**src/rtl/mem_port_arbiter.sv**
```systemverilog
// -----------------------------------------------------------------------------
// mem_port_arbiter
//
// Shares one unified instruction/data memory port between the fetch (I) and
// load/store (D) requesters of the pipelined LEGv8 core. One access is in
// flight at a time. D requests win arbitration, but once D has been granted
// MAX_D_STREAK times in a row while a fetch waits, the fetch goes next.
// All state advances on the falling edge of CLK.
//
// Optional feature macro: ARB_TIMEOUT_EN
//   When defined, a busy access that sees no MemReady for TIMEOUT cycles is
//   aborted. Done pulses with read data forced to zero and TimeoutErr pulses
//   in the same cycle. When undefined, the TimeoutErr port does not exist and
//   a busy access waits forever.
//
// Ports
//   CLK, Reset            clock (negedge active), async active-high reset
//   IReq, IAddr           fetch request / address (held until IDone)
//   IRData, IDone, IStall fetched instruction, completion pulse, stall
//   DReq, DRead, DWrite   data request and direction strobes (held until DDone)
//   DAddr, DWData         data address / store data
//   DRData, DDone, DStall load data (held between loads), completion, stall
//   MemAddr, MemRead,     memory address and strobes, driven from the
//   MemWrite, MemWData    request latched at grant
//   MemRData, MemReady    memory read data and completion
//   TimeoutErr            abort pulse (ARB_TIMEOUT_EN only)
// -----------------------------------------------------------------------------
module mem_port_arbiter #(
    parameter int ADDR_W       = 64,
    parameter int DATA_W       = 64,
    parameter int INST_W       = 32,
    parameter int MAX_D_STREAK = 4,
    parameter int TIMEOUT      = 255
) (
    input  logic              CLK,
    input  logic              Reset,
    input  logic              IReq,
    input  logic [ADDR_W-1:0] IAddr,
    output logic [INST_W-1:0] IRData,
    output logic              IDone,
    output logic              IStall,
    input  logic              DReq,
    input  logic              DRead,
    input  logic              DWrite,
    input  logic [ADDR_W-1:0] DAddr,
    input  logic [DATA_W-1:0] DWData,
    output logic [DATA_W-1:0] DRData,
    output logic              DDone,
    output logic              DStall,
    output logic [ADDR_W-1:0] MemAddr,
    output logic              MemRead,
    output logic              MemWrite,
    output logic [DATA_W-1:0] MemWData,
    input  logic [DATA_W-1:0] MemRData,
`ifdef ARB_TIMEOUT_EN
    input  logic              MemReady,
    output logic              TimeoutErr
`else
    input  logic              MemReady
`endif
);

    // state | meaning
    // IDLE  | no access in flight; arbitrates every edge (also during Done)
    // IBUSY | fetch access in flight, MemRead held high
    // DBUSY | load or store in flight, MemRead or MemWrite held high
    typedef enum logic [1:0] {
        IDLE  = 2'd0,
        IBUSY = 2'd1,
        DBUSY = 2'd2
    } state_t;

    localparam int SW = $clog2(MAX_D_STREAK + 1);
    localparam logic [SW-1:0] STREAK_MAX = SW'(MAX_D_STREAK);

    state_t            state_q;
    logic [SW-1:0]     streak_q;
    logic [SW-1:0]     streak_d;
    logic [ADDR_W-1:0] mem_addr_q;
    logic [DATA_W-1:0] mem_wdata_q;
    logic              mem_read_q;
    logic              mem_write_q;
    logic [INST_W-1:0] irdata_q;
    logic [DATA_W-1:0] drdata_q;
    logic              idone_q;
    logic              ddone_q;
    logic              valid_d;
    logic              d_grant;
    logic              i_grant;

`ifdef ARB_TIMEOUT_EN
    localparam logic [7:0] TMO_LAST = 8'(TIMEOUT - 1);
    logic [7:0] tmo_q;
    logic       terr_q;
    assign TimeoutErr = terr_q;
`endif

    always_comb begin
        valid_d  = DReq & (DRead | DWrite);
        // D wins unless the waiting fetch has already been passed over
        // MAX_D_STREAK times in a row.
        d_grant  = (state_q == IDLE) & valid_d & ~(IReq & (streak_q == STREAK_MAX));
        i_grant  = (state_q == IDLE) & ~d_grant & IReq;
        streak_d = streak_q;
        if (!IReq || i_grant) begin
            streak_d = '0;
        end else if (d_grant) begin
            streak_d = streak_q + SW'(1);
        end
    end

    always_ff @(negedge CLK or posedge Reset) begin
        if (Reset) begin
            state_q     <= IDLE;
            streak_q    <= '0;
            mem_addr_q  <= '0;
            mem_wdata_q <= '0;
            mem_read_q  <= 1'b0;
            mem_write_q <= 1'b0;
            irdata_q    <= '0;
            drdata_q    <= '0;
            idone_q     <= 1'b0;
            ddone_q     <= 1'b0;
`ifdef ARB_TIMEOUT_EN
            tmo_q       <= '0;
            terr_q      <= 1'b0;
`endif
        end else begin
            streak_q <= streak_d;
            idone_q  <= 1'b0;
            ddone_q  <= 1'b0;
`ifdef ARB_TIMEOUT_EN
            terr_q   <= 1'b0;
`endif
            case (state_q)
                IDLE: begin
                    if (d_grant) begin
                        state_q     <= DBUSY;
                        mem_addr_q  <= DAddr;
                        mem_wdata_q <= DWData;
                        // both strobes set is treated as a store
                        mem_write_q <= DWrite;
                        mem_read_q  <= ~DWrite;
`ifdef ARB_TIMEOUT_EN
                        tmo_q       <= '0;
`endif
                    end else if (i_grant) begin
                        state_q     <= IBUSY;
                        mem_addr_q  <= IAddr;
                        mem_read_q  <= 1'b1;
                        mem_write_q <= 1'b0;
`ifdef ARB_TIMEOUT_EN
                        tmo_q       <= '0;
`endif
                    end
                end
                IBUSY, DBUSY: begin
                    if (MemReady) begin
                        state_q     <= IDLE;
                        mem_read_q  <= 1'b0;
                        mem_write_q <= 1'b0;
                        if (state_q == IBUSY) begin
                            idone_q  <= 1'b1;
                            irdata_q <= MemRData[INST_W-1:0];
                        end else begin
                            ddone_q <= 1'b1;
                            if (!mem_write_q) begin
                                drdata_q <= MemRData;
                            end
                        end
                    end
`ifdef ARB_TIMEOUT_EN
                    else if (tmo_q == TMO_LAST) begin
                        state_q     <= IDLE;
                        mem_read_q  <= 1'b0;
                        mem_write_q <= 1'b0;
                        terr_q      <= 1'b1;
                        if (state_q == IBUSY) begin
                            idone_q  <= 1'b1;
                            irdata_q <= '0;
                        end else begin
                            ddone_q <= 1'b1;
                            if (!mem_write_q) begin
                                drdata_q <= '0;
                            end
                        end
                    end else begin
                        tmo_q <= tmo_q + 8'd1;
                    end
`endif
                end
                default: begin
                    state_q     <= IDLE;
                    mem_read_q  <= 1'b0;
                    mem_write_q <= 1'b0;
                end
            endcase
        end
    end

    assign MemAddr  = mem_addr_q;
    assign MemWData = mem_wdata_q;
    assign MemRead  = mem_read_q;
    assign MemWrite = mem_write_q;
    assign IRData   = irdata_q;
    assign DRData   = drdata_q;
    assign IDone    = idone_q;
    assign DDone    = ddone_q;
    assign IStall   = IReq & ~idone_q;
    assign DStall   = DReq & ~ddone_q;

endmodule
```
**config.mk**
```make
export PLATFORM = sky130hd
export DESIGN_NAME = mem_port_arbiter
export DESIGN_NICKNAME = d
export VERILOG_FILES = /design/src/rtl/mem_port_arbiter.sv
export SDC_FILE = /design/constraint.sdc
export NUM_CORES = 1
export LEC_CHECK = 0
export ABC_AREA = 1
export BUFFER_PORTS_ARGS = -buffer_cell sky130_fd_sc_hd__buf_2
export CAP_MARGIN = 20
export CORE_AREA = 3 3 191 193
export CTS_CLUSTER_DIAMETER = 30
export DETAILED_ROUTE_END_ITERATION = 7
export DIE_AREA = 0 0 194 196
export PLACE_DENSITY = 0.54
export SLEW_MARGIN = 20
export SYNTH_ARGS = -nofsm -noshare
export SYNTH_HDL_FRONTEND = slang
export SYNTH_SLANG_ARGS = --single-unit
```
**constraint.sdc**
```tcl
create_clock -name CLK -period 13.9 [get_ports CLK]
set_clock_uncertainty 0.1 [all_clocks]
set_input_delay 2.78 -clock CLK [delete_from_list [all_inputs] [get_ports CLK]]
set_output_delay 2.78 -clock CLK [all_outputs]
set_load 0.02 [all_outputs]
```
Word-level counts from Yosys, hierarchy flattened. Cells that the tools add are included. W data, S select, Z words.

$add $sub $neg: 1. Equality and inequality tests: 5. Muxes and demuxes: 21. Bitwise operators: 16. Reductions and logical operators: 11.

Operator list (count): $mux W64 (2); $mux W1 (11); $and A1 B1 Y1 (8); $not A1 Y1 (7); $mux W2 (3); $mux W3 (2); $reduce_and A2 Y1 (3); $pmux W1 S2 (2); $pmux W2 S2 (1); $reduce_and A4 Y1 (1); $reduce_bool A2 Y1 (2); $add A3 B1 Y3 const B (1); $eq A3 B3 Y1 const B (1); $ne A3 B3 Y1 const B (1); $reduce_and A3 Y1 (1); $eq A2 B1 Y1 const B (1); $eq A2 B2 Y1 const B (1); $logic_not A2 Y1 (1); $ne A2 B2 Y1 const B (1); $reduce_or A2 Y1 (1); $logic_not A1 Y1 (1); $logic_or A1 B1 Y1 (1); $or A1 B1 Y1 (1).

Register bits: 233. Bits of input ports: 263.

Longest topological paths before layout. Gate-level depths: netlist (run 1).

Depth in word-level cells: 10. Mapped depth: 11. Gate-level depth less buffers: 9.

==> results of run 1 <==
## cells in the mapped netlist, drive strengths merged, types with 3 or more instances
cell,n,area (um2)
nand2,535,2010
dfrtn,233,5830
inv,174,653
nand3,166,836
o21ai,65,325
buf,46,297
clkbuf,27,101
nor2,5,21.3
ha,4,50.1
a21oi,3,15.0
## cells by family after synthesis
group / synth area share (%)
AND/OR/NAND/NOR: 28.3
buffers and inverters: 10.4
AO/OA/AOI/OAI: 3.48
flip-flops: 57.4
adder cells (fa/ha/maj): 0.492
## state kept, by name (all words and copies together) (netlist names), 2 cells and up
| signal | cells |
|---|---|
| MemWData | 64 |
| state_q | 2 |
| streak_q | 3 |
| IRData | 32 |
| MemAddr | 64 |
| DRData | 64 |
## per-stage QoR
step / hold WS (ns) / utilization [%] / setup slack (ns) / total power, mW
floorplan: 0.302 / - / 1.16 / 2.19
global placement: 0.310 / 37.2 / 1.77 / 2.75
detailed placement: 0.313 / 37.2 / 1.74 / 2.77
CTS: 0.315 / 44.1 / 2.31 / 4.39
global route: 0.335 / 44.1 / 2.03 / 4.60
finish: 0.308 / 44.1 / 2.32 / 4.33
## area by class of cell
type	instances	area, um2	share of cell area [%]
clock inverters	31	483	3.16
flip-flops and latches	233	5830	38.1
well taps	455	569	3.72
clock buffers	93	1900	12.4
repair buffers	503	2570	16.8
multi-input cells	781	3290	21.5
diodes	1	2.50	0.0163
inverters	175	663	4.33
## metal layers
| layer | routed length, um | GRT usage, % | up-vias |
|---|---|---|---|
| met3 | 3230 | 6.65 | 62 |
| met1 | 14100 | 21.6 | 4535 |
| met2 | 17800 | 30.6 | 415 |
| met4 | 931 | 7.39 | 10 |
| met5 | 57 | 0 | - |
| li1 | - | - | 4858 |
## placed cells by master (no fill, tap or decap), types with 2 or more instances in the layout
master,n
clkinv_8,4
o21ai_1,4
clkinvlp_4,5
nand3_1,165
nand2_2,4
nand2_1,531
clkbuf_8,10
a21oi_1,3
inv_1,172
buf_4,9
bufinv_16,9
clkbuf_1,15
clkbuf_16,68
dfrtn_1,233
nor2_1,4
o21ai_0,61
ha_1,4
buf_12,2
buf_2,492
clkinv_2,10
## power by group through the flow
stage / combinational, mW / clock (mW) / sequential, mW
floorplan: 0.585 / 0 / 1.61
global placement: 1.54 / 0 / 1.21
detailed placement: 1.56 / 0 / 1.21
CTS: 1.56 / 1.61 / 1.21
global route: 1.69 / 1.66 / 1.25
finish: 1.53 / 1.58 / 1.21
## final timing paths
kind                            startpoint            to  slack, ns  cells after the start
worst min register to register  DRData[42]    DRData[42]       0.31                      2
max in group asynchronous            Reset   MemAddr[32]       3.69                      3
worst max-delay path                  IReq   MemAddr[24]       2.32                      7
min in group asynchronous            Reset  MemWData[55]       8.92                      2
worst max register to register  state_q[0]   MemAddr[24]      10.89                      9
worst min-delay path            DRData[42]    DRData[42]       0.31                      2
## worst register-to-register path: stages, from the launching register on
cell and delay (ns):
dfrtn_1 0.43, inv_1 0.06, ha_1 0.28, nand2_1 0.11
clkinv_1 0.10, nand3_4 0.45, nand2_2 0.65, buf_4 0.47
nand3_1 0.15, nand2_1 0.06
==> flow_summary.ini, run 1 <==
[run_status]
status = completed

[global_route]
grt_pass1_wl_um = 55700
grt.overflow.total = 0
first_global_vias = 10000
grt_max_degree = 133
grtUsageTotal_pct = 18.4
antenna_found_initial = 8

[power_and_ir_drop]
p_comb_share_pct = 35.4
power_density_nw_per_um2 = 283
power_frac_clock_pct = 36.6
netSwitchingPower_mw = 1.70
internal-power_mw = 2.63
ir_worst_vdd_mv = 0.183
leakage_nw = 9.04
p_seq_share_pct = 28.0
sw_frac_of_total_pct = 39.3

[placed_design]
gp_congestion = 0.858
dp_hpwl_um = 25200
dp_cells = 2147
io_buffers = 492
place_area_um2 = 12900

[worst_setup_path]
crit_path_frequent_cell = nand3_1
startpoint_type = primary input
max_stage_delay_ns = 0.84
critical_path_required_ns = 7.42
slowest_stage = nand2_2
critical_path_buf_inv_count = 2
worstSetupPathType = primary input to flip-flop
cp_max_fo = 48
crit_arrival_ns = 5.09
path_cells = buf_2 -> nand3_1 -> nand3_4 -> nand2_2 -> buf_4 -> nand3_1 -> nand2_1
path_delay_family = simple AND/OR/NAND/NOR gates
critPathCaptureType = flip-flop

[routing]
viasPerCell = 4.35
via_count = 9880
drtIter0Drc = 438
drcViolationCount = 0
first_pass_iters = 4
drt-wirelength-per-cell_um = 15.9
ant_nets = 0
routed_wl_um = 36100

[synth]
synth_seq_cells = 233
avgSynthCellArea_um2 = 8.05
ys_warn_count = 0
syn_nets = 1529
ys_types = 22
synth_cells = 1262
synth_edf_count = 0
ys.flop_type = dfrtn_1
syn_area_um2 = 10200
async_flop_share_pct = 100
yosysSeqAreaShare_pct = 57.4

[final_layout]
drive_above_1_share_pct = 34.1
n_fill_cell = 3506
nets = 2029
finish.instance_area_um2 = 15300
syn2layout_area_growth_pct = 50.6
fin_cells = 2272

[timing]
setup_viol = 0
rsz0062_at_grt = no
worstMarginPinSlew_ns = 1.07
max-slew-margin-rel_pct = 28.7
setup_tns_ns = 0
hold_viol = 0
slew_violations = 0

[cts]
cts.sinks = 233
cts_tree = yes
clock_latency_ns = 0.54
ctsRootBufferMaster = clkbuf_16
cts_buffers = 68
clk_pin_slew_ns = 0.04
cts_hold_buf = 0
h-tree-depth = 3
ctsLongestPathBuffers = 3
cts_resized = 0
cts_setup_buffers = 0

[run]
cap_violations = 0

[floorplan]
dieArea_um2 = 38000
die_h_um = 196
start_util_pct = 29.3
ios = 493
num_rows = 68
fp.dieW_um = 194
core_area_um2 = 34700

[min_path]
hold_path.class = flip-flop to flip-flop
Note: power is estimated with default switching activity, not from simulation.
==> inputs of run 2 (changes only) <==
- ABC_AREA: 1 -> 0
- CORE_AREA: 3 3 191 193 -> 3 3 188 190
- DIE_AREA: 0 0 194 196 -> 0 0 191 193
- clock period: 13.9 -> 12.1 ns (I/O delays scaled with it)
==> run 2 against run 1 <==
Compared with the run above: global-route usage down 2.5 points; synthesized cell count decreased by 47%; critical path depth down 6; register-to-register slack worse by 1.2 ns; area after synthesis shrank 4.6%; sequential cell count did not move; critical path type is now flip-flop to primary output; largest cell class unchanged; highest routed layer unchanged.
==> flow_summary.ini, run 2 <==
[run_status]
status = completed

[cts]
h-tree-depth = 3
clock_latency_ns = 0.54
cts_hold_buf = 0
cts_setup_buffers = 0
cts_tree = yes
cts_buffers = 66
ctsRootBufferMaster = clkbuf_16
cts_resized = 0
ctsLongestPathBuffers = 3
clk_pin_slew_ns = 0.03
cts.sinks = 233

[worst_setup_path]
worstSetupPathType = flip-flop to primary output
max_stage_delay_ns = 0.49
regToRegEndpoint = MemWData[4]
path_cells = buf_2
cp_max_fo = 3
ff2ff_setup_slack_ns = 9.71
crit_arrival_ns = 7.30
r2r_cells = 6
critPathCaptureType = primary output
timing.rr.start = state_q[1]
slowest_stage = dfrtn_1
critical_path_required_ns = 9.58
critical_path_buf_inv_count = 1
path_delay_family = flip-flops
startpoint_type = flip-flop

[routing]
drt-wirelength-per-cell_um = 17.9
viasPerCell = 4.46
via_count = 7589
routed_wl_um = 30400
ant_nets = 0
first_pass_iters = 4
drtIter0Drc = 243
drcViolationCount = 0

[min_path]
hold_start = IRData[25]
hold_path.class = flip-flop to flip-flop
worstHoldPathCells = 1
whs_endpoint = IRData[25]

[global_route]
grt_max_degree = 117
grt.overflow.total = 0
antenna_found_initial = 6
first_global_vias = 8122
grtUsageTotal_pct = 15.9
grt_pass1_wl_um = 45700

[final_layout]
nets = 1466
final_common_cell = buf_2
syn2layout_area_growth_pct = 54.6
final_cell_mix = buf_2 (492), dfrtn_1 (233), mux2_2 (98)
drive_above_1_share_pct = 62.8
utilization_pct = 44.6

[power_and_ir_drop]
leakage_nw = 7.63
power_density_nw_per_um2 = 340
ir_worst_vdd_mv = 0.171

[placed_design]
gp_congestion = 0.767
io_buffers = 492
dp_hpwl_um = 21500

[run]
cap_violations = 0

[timing]
hold_viol = 0
slew_violations = 0
setup_viol = 0
rsz0062_at_grt = no
worstMarginPinSlew_ns = 0.868
setup_tns_ns = 0
timing.hold.ws_ns = 0.343
max-slew-margin-rel_pct = 42.1

[synth]
avgSynthCellArea_um2 = 14.4
ys_types = 31
async_flop_share_pct = 100
ys_warn_count = 0
synth_seq_cells = 233
ys.flop_type = dfrtn_1
synth_edf_count = 0
netlist.area_leader.share_pct = 60.1
synth_area_leaders = dfrtn_1 (60%), mux2_2 (11%), mux2_4 (9.6%), mux2i_1 (6.6%), nand3_1 (3.5%)
ys_top_cells_by_count = dfrtn_1 (233), mux2_2 (98), nand3_1 (67), o21ai_0 (65), mux2i_1 (64)
yosysSeqAreaShare_pct = 60.1
syn_nets = 942
synth_cells = 675
syn_area_um2 = 9690
synth_top_cell_by_area = dfrtn_1
synth_most_common_cell = dfrtn_1

[floorplan]
fp.dieW_um = 191
start_util_pct = 28.8
ios = 493
die_h_um = 193
dieArea_um2 = 36900
core_area_um2 = 33600
num_rows = 67
[run 2: worst register-to-register path, cell delays in order, from the launching register on]
cell	delay, ns
dfrtn_1	0.32
inv_1	0.09
ha_1	0.26
o211a_2	0.22
and2_4	0.38
buf_12	0.38
mux2_4	0.48
[run 2: worst max path at each step]
stage,from,to,slack (ns),cells after the start
2_1_floorplan,Reset,DDone,0.62,1
3_3_place_gp,DRead,MemWData[47],1.82,5
3_5_place_dp,DRead,MemWData[30],1.79,5
4_1_cts,MemWrite,MemWrite,2.23,1
5_1_grt,DDone,DStall,2.20,2
6_report,MemWrite,MemWrite,2.28,1
[run 2: kinds of logic (layout without fill, tap and decap cells)]
logic type      Yosys count  in the layout  share of synthesized area, %
flops                   233            233                          60.1
mux                     224            224                          27.6
simple gates             87             87                          4.70
compound gates           73             73                          4.01
buf+inv                  54            628                          3.03
fa+ha+maj                 4              4                         0.516
other cells               0              3                             0
[run 2: report_power, final]
| part | total [mW] | switching (mW) | internal (mW) |
|---|---|---|---|
| Combinational | 1.85 | 1.06 | 0.787 |
| Clock | 1.84 | 0.514 | 1.32 |
| Sequential | 1.42 | 0.206 | 1.21 |
[run 2: through the flow]
stage                     instance area (um2)  setup slack, ns  power [mW]  instances
after global placement                  12600             1.82        3.28       1579
after detailed placement                12600             1.79        3.30       1579
after global routing                    15000             2.20        5.38       1697
after CTS                               15000             2.23        5.18       1697
final                                   15000             2.28        5.10       1700
after floorplan                          9700            0.620        2.65        675
[run 2: cell type report]
type	count	area [um2]
timing repair buffer	503	2580
multi-input combinational	388	3590
tap	448	561
fill	3128	18600
clock buffer	83	1870
sequential	233	5830
antenna	3	7.51
clock inverter	35	517
inverter	7	30.0
[run 2: layer usage]
layer | vias to the layer above | GRT usage (%) | routed length [um]
met2 | 360 | 26.8 | 14900
met3 | 69 | 7.67 | 3340
met1 | 3651 | 17.3 | 11300
met4 | 8 | 6.38 | 830
li1 | 3501 | - | -
met5 | - | 0 | 61
==> inputs of run 3 (changes only) <==
- ABC_AREA: 0 -> 1
- CORE_AREA: 3 3 188 190 -> 3 3 191 193
- DIE_AREA: 0 0 191 193 -> 0 0 194 196
- clock period: 12.1 -> 10.1 ns (I/O delays scaled with it)
==> run 3 against run 2 <==
Compared with the run above: clock power increased by 3%; cell count up 33%; combinational power rose by 14%; via count increased by 30%; critical path depth unchanged; critical path type unchanged; critical endpoint unchanged; largest power group unchanged.
==> flow_summary.ini, run 3 (synthesis results as in run 1) <==
[run_status]
status = completed

[power_and_ir_drop]
power_frac_clock_pct = 33.3
leakage_nw = 8.89
netSwitchingPower_mw = 2.26
power_density_nw_per_um2 = 378
sw_frac_of_total_pct = 39.9
p_comb_share_pct = 37.3
ir_worst_vdd_mv = 0.181
p_seq_share_pct = 29.4
internal-power_mw = 3.41

[cts]
h-tree-depth = 2
cts_setup_buffers = 0
ctsRootBufferMaster = clkbuf_16
clock_latency_ns = 0.56
cts_resized = 0
cts_tree = yes
cts_buffers = 57
cts_hold_buf = 0
ctsLongestPathBuffers = 3
cts.sinks = 233
clk_pin_slew_ns = 0.03

[routing]
routed_wl_um = 35900
viasPerCell = 4.38
drtIter0Drc = 403
ant_nets = 0
via_count = 9899
first_pass_iters = 5
drt-wirelength-per-cell_um = 15.9
drcViolationCount = 0

[final_layout]
finish.instance_area_um2 = 15000
final_common_cell = nand2_1
final_cell_mix = nand2_1 (531), buf_2 (492), dfrtn_1 (233)
syn2layout_area_growth_pct = 47.6
nets = 2021
drive_above_1_share_pct = 34.1

[run]
cap_violations = 0

[floorplan]
core_area_um2 = 34700
start_util_pct = 29.3
num_rows = 68
fp.dieW_um = 194
ios = 493
die_h_um = 196
dieArea_um2 = 38000

[global_route]
antenna_found_initial = 6
first_global_vias = 10200
grt.overflow.total = 0
grtUsageTotal_pct = 18.4
grt_pass1_wl_um = 56400
grt_max_degree = 103

[timing]
setup_tns_ns = 0
rsz0062_at_grt = no
worstMarginPinSlew_ns = 1.12
hold_viol = 0
max-slew-margin-rel_pct = 25.3
slew_violations = 0
setup_viol = 0

[worst_setup_path]
cp_max_fo = 3
path_delay_family = flip-flops
cp.depth = 1
max_stage_delay_ns = 0.51
slowest_stage = dfrtn_1
crit_arrival_ns = 6.33
path_cells = buf_2
critPathCaptureType = primary output
worstSetupPathType = flip-flop to primary output
critical_path_required_ns = 7.98
r2r_cells = 9
critical_path_buf_inv_count = 1
startpoint_type = flip-flop

[placed_design]
gp_congestion = 0.844
io_buffers = 492
place_area_um2 = 13000
dp_hpwl_um = 25500

[min_path]
worstHoldPathCells = 2
hold_path.class = flip-flop to flip-flop
-- run 3: cell types whose count changed in the layout (fill, tap and decap cells not counted), moves of 4 or more --
cell / delta
clkbuf_16: -11
clkinv_2: -4
clkinvlp_4: +6
inv_1: +166
mux2_2: -98
mux2_4: -62
mux2i_1: -64
nand2_1: +529
nand3_1: +99
o21ai_0: -4
o21ai_1: +4
-- run 3: final cells by class --
| type | count | area, um2 |
|---|---|---|
| fill | 3531 | 19700 |
| sequential | 233 | 5830 |
| multi-input combinational | 781 | 3300 |
| timing repair buffer | 506 | 2620 |
| clock buffer | 77 | 1640 |
| inverter | 175 | 663 |
| tap | 455 | 569 |
| clock inverter | 29 | 378 |
| antenna | 2 | 5.00 |
-- run 3: worst paths after layout --
kind | slack [ns] | endpoint | from
min in group asynchronous | 6.42 | MemWData[59] | Reset
hold / removal | 0.31 | DRData[42] | DRData[42]
setup / recovery | 1.65 | MemWrite | MemWrite
hold reg to reg | 0.31 | DRData[42] | DRData[42]
setup reg to reg | 7.58 | MemAddr[13] | state_q[0]
max in group asynchronous | 2.56 | DRData[9] | Reset
-- run 3: per-layer routing --
layer,vias to the layer above,global-route usage (%),wire length [um]
met5,-,0,51
met4,8,6.78,978
met3,69,6.80,3330
met2,413,30.5,17300
met1,4567,21.9,14300
li1,4842,-,-
-- run 3: through the flow --
step	utilization, %	setup WS (ns)	power (mW)	hold slack [ns]	cells
6_report	43.2	1.65	5.67	0.308	2258
5_1_grt	43.2	1.51	6.04	0.326	2258
4_1_cts	43.2	1.59	5.75	0.315	2256
3_5_place_dp	37.4	1.17	3.82	0.313	2150
3_3_place_gp	37.4	1.21	3.79	0.310	2150
2_1_floorplan	-	0.0205	3.02	0.302	1262
-- run 3: power groups by stage --
stage	registers (mW)	clock network, mW	logic (mW)
after floorplan	2.21	0	0.806
after global placement	1.67	0	2.12
after detailed placement	1.67	0	2.15
after CTS	1.67	1.93	2.15
after global routing	1.73	1.98	2.34
final	1.67	1.89	2.11
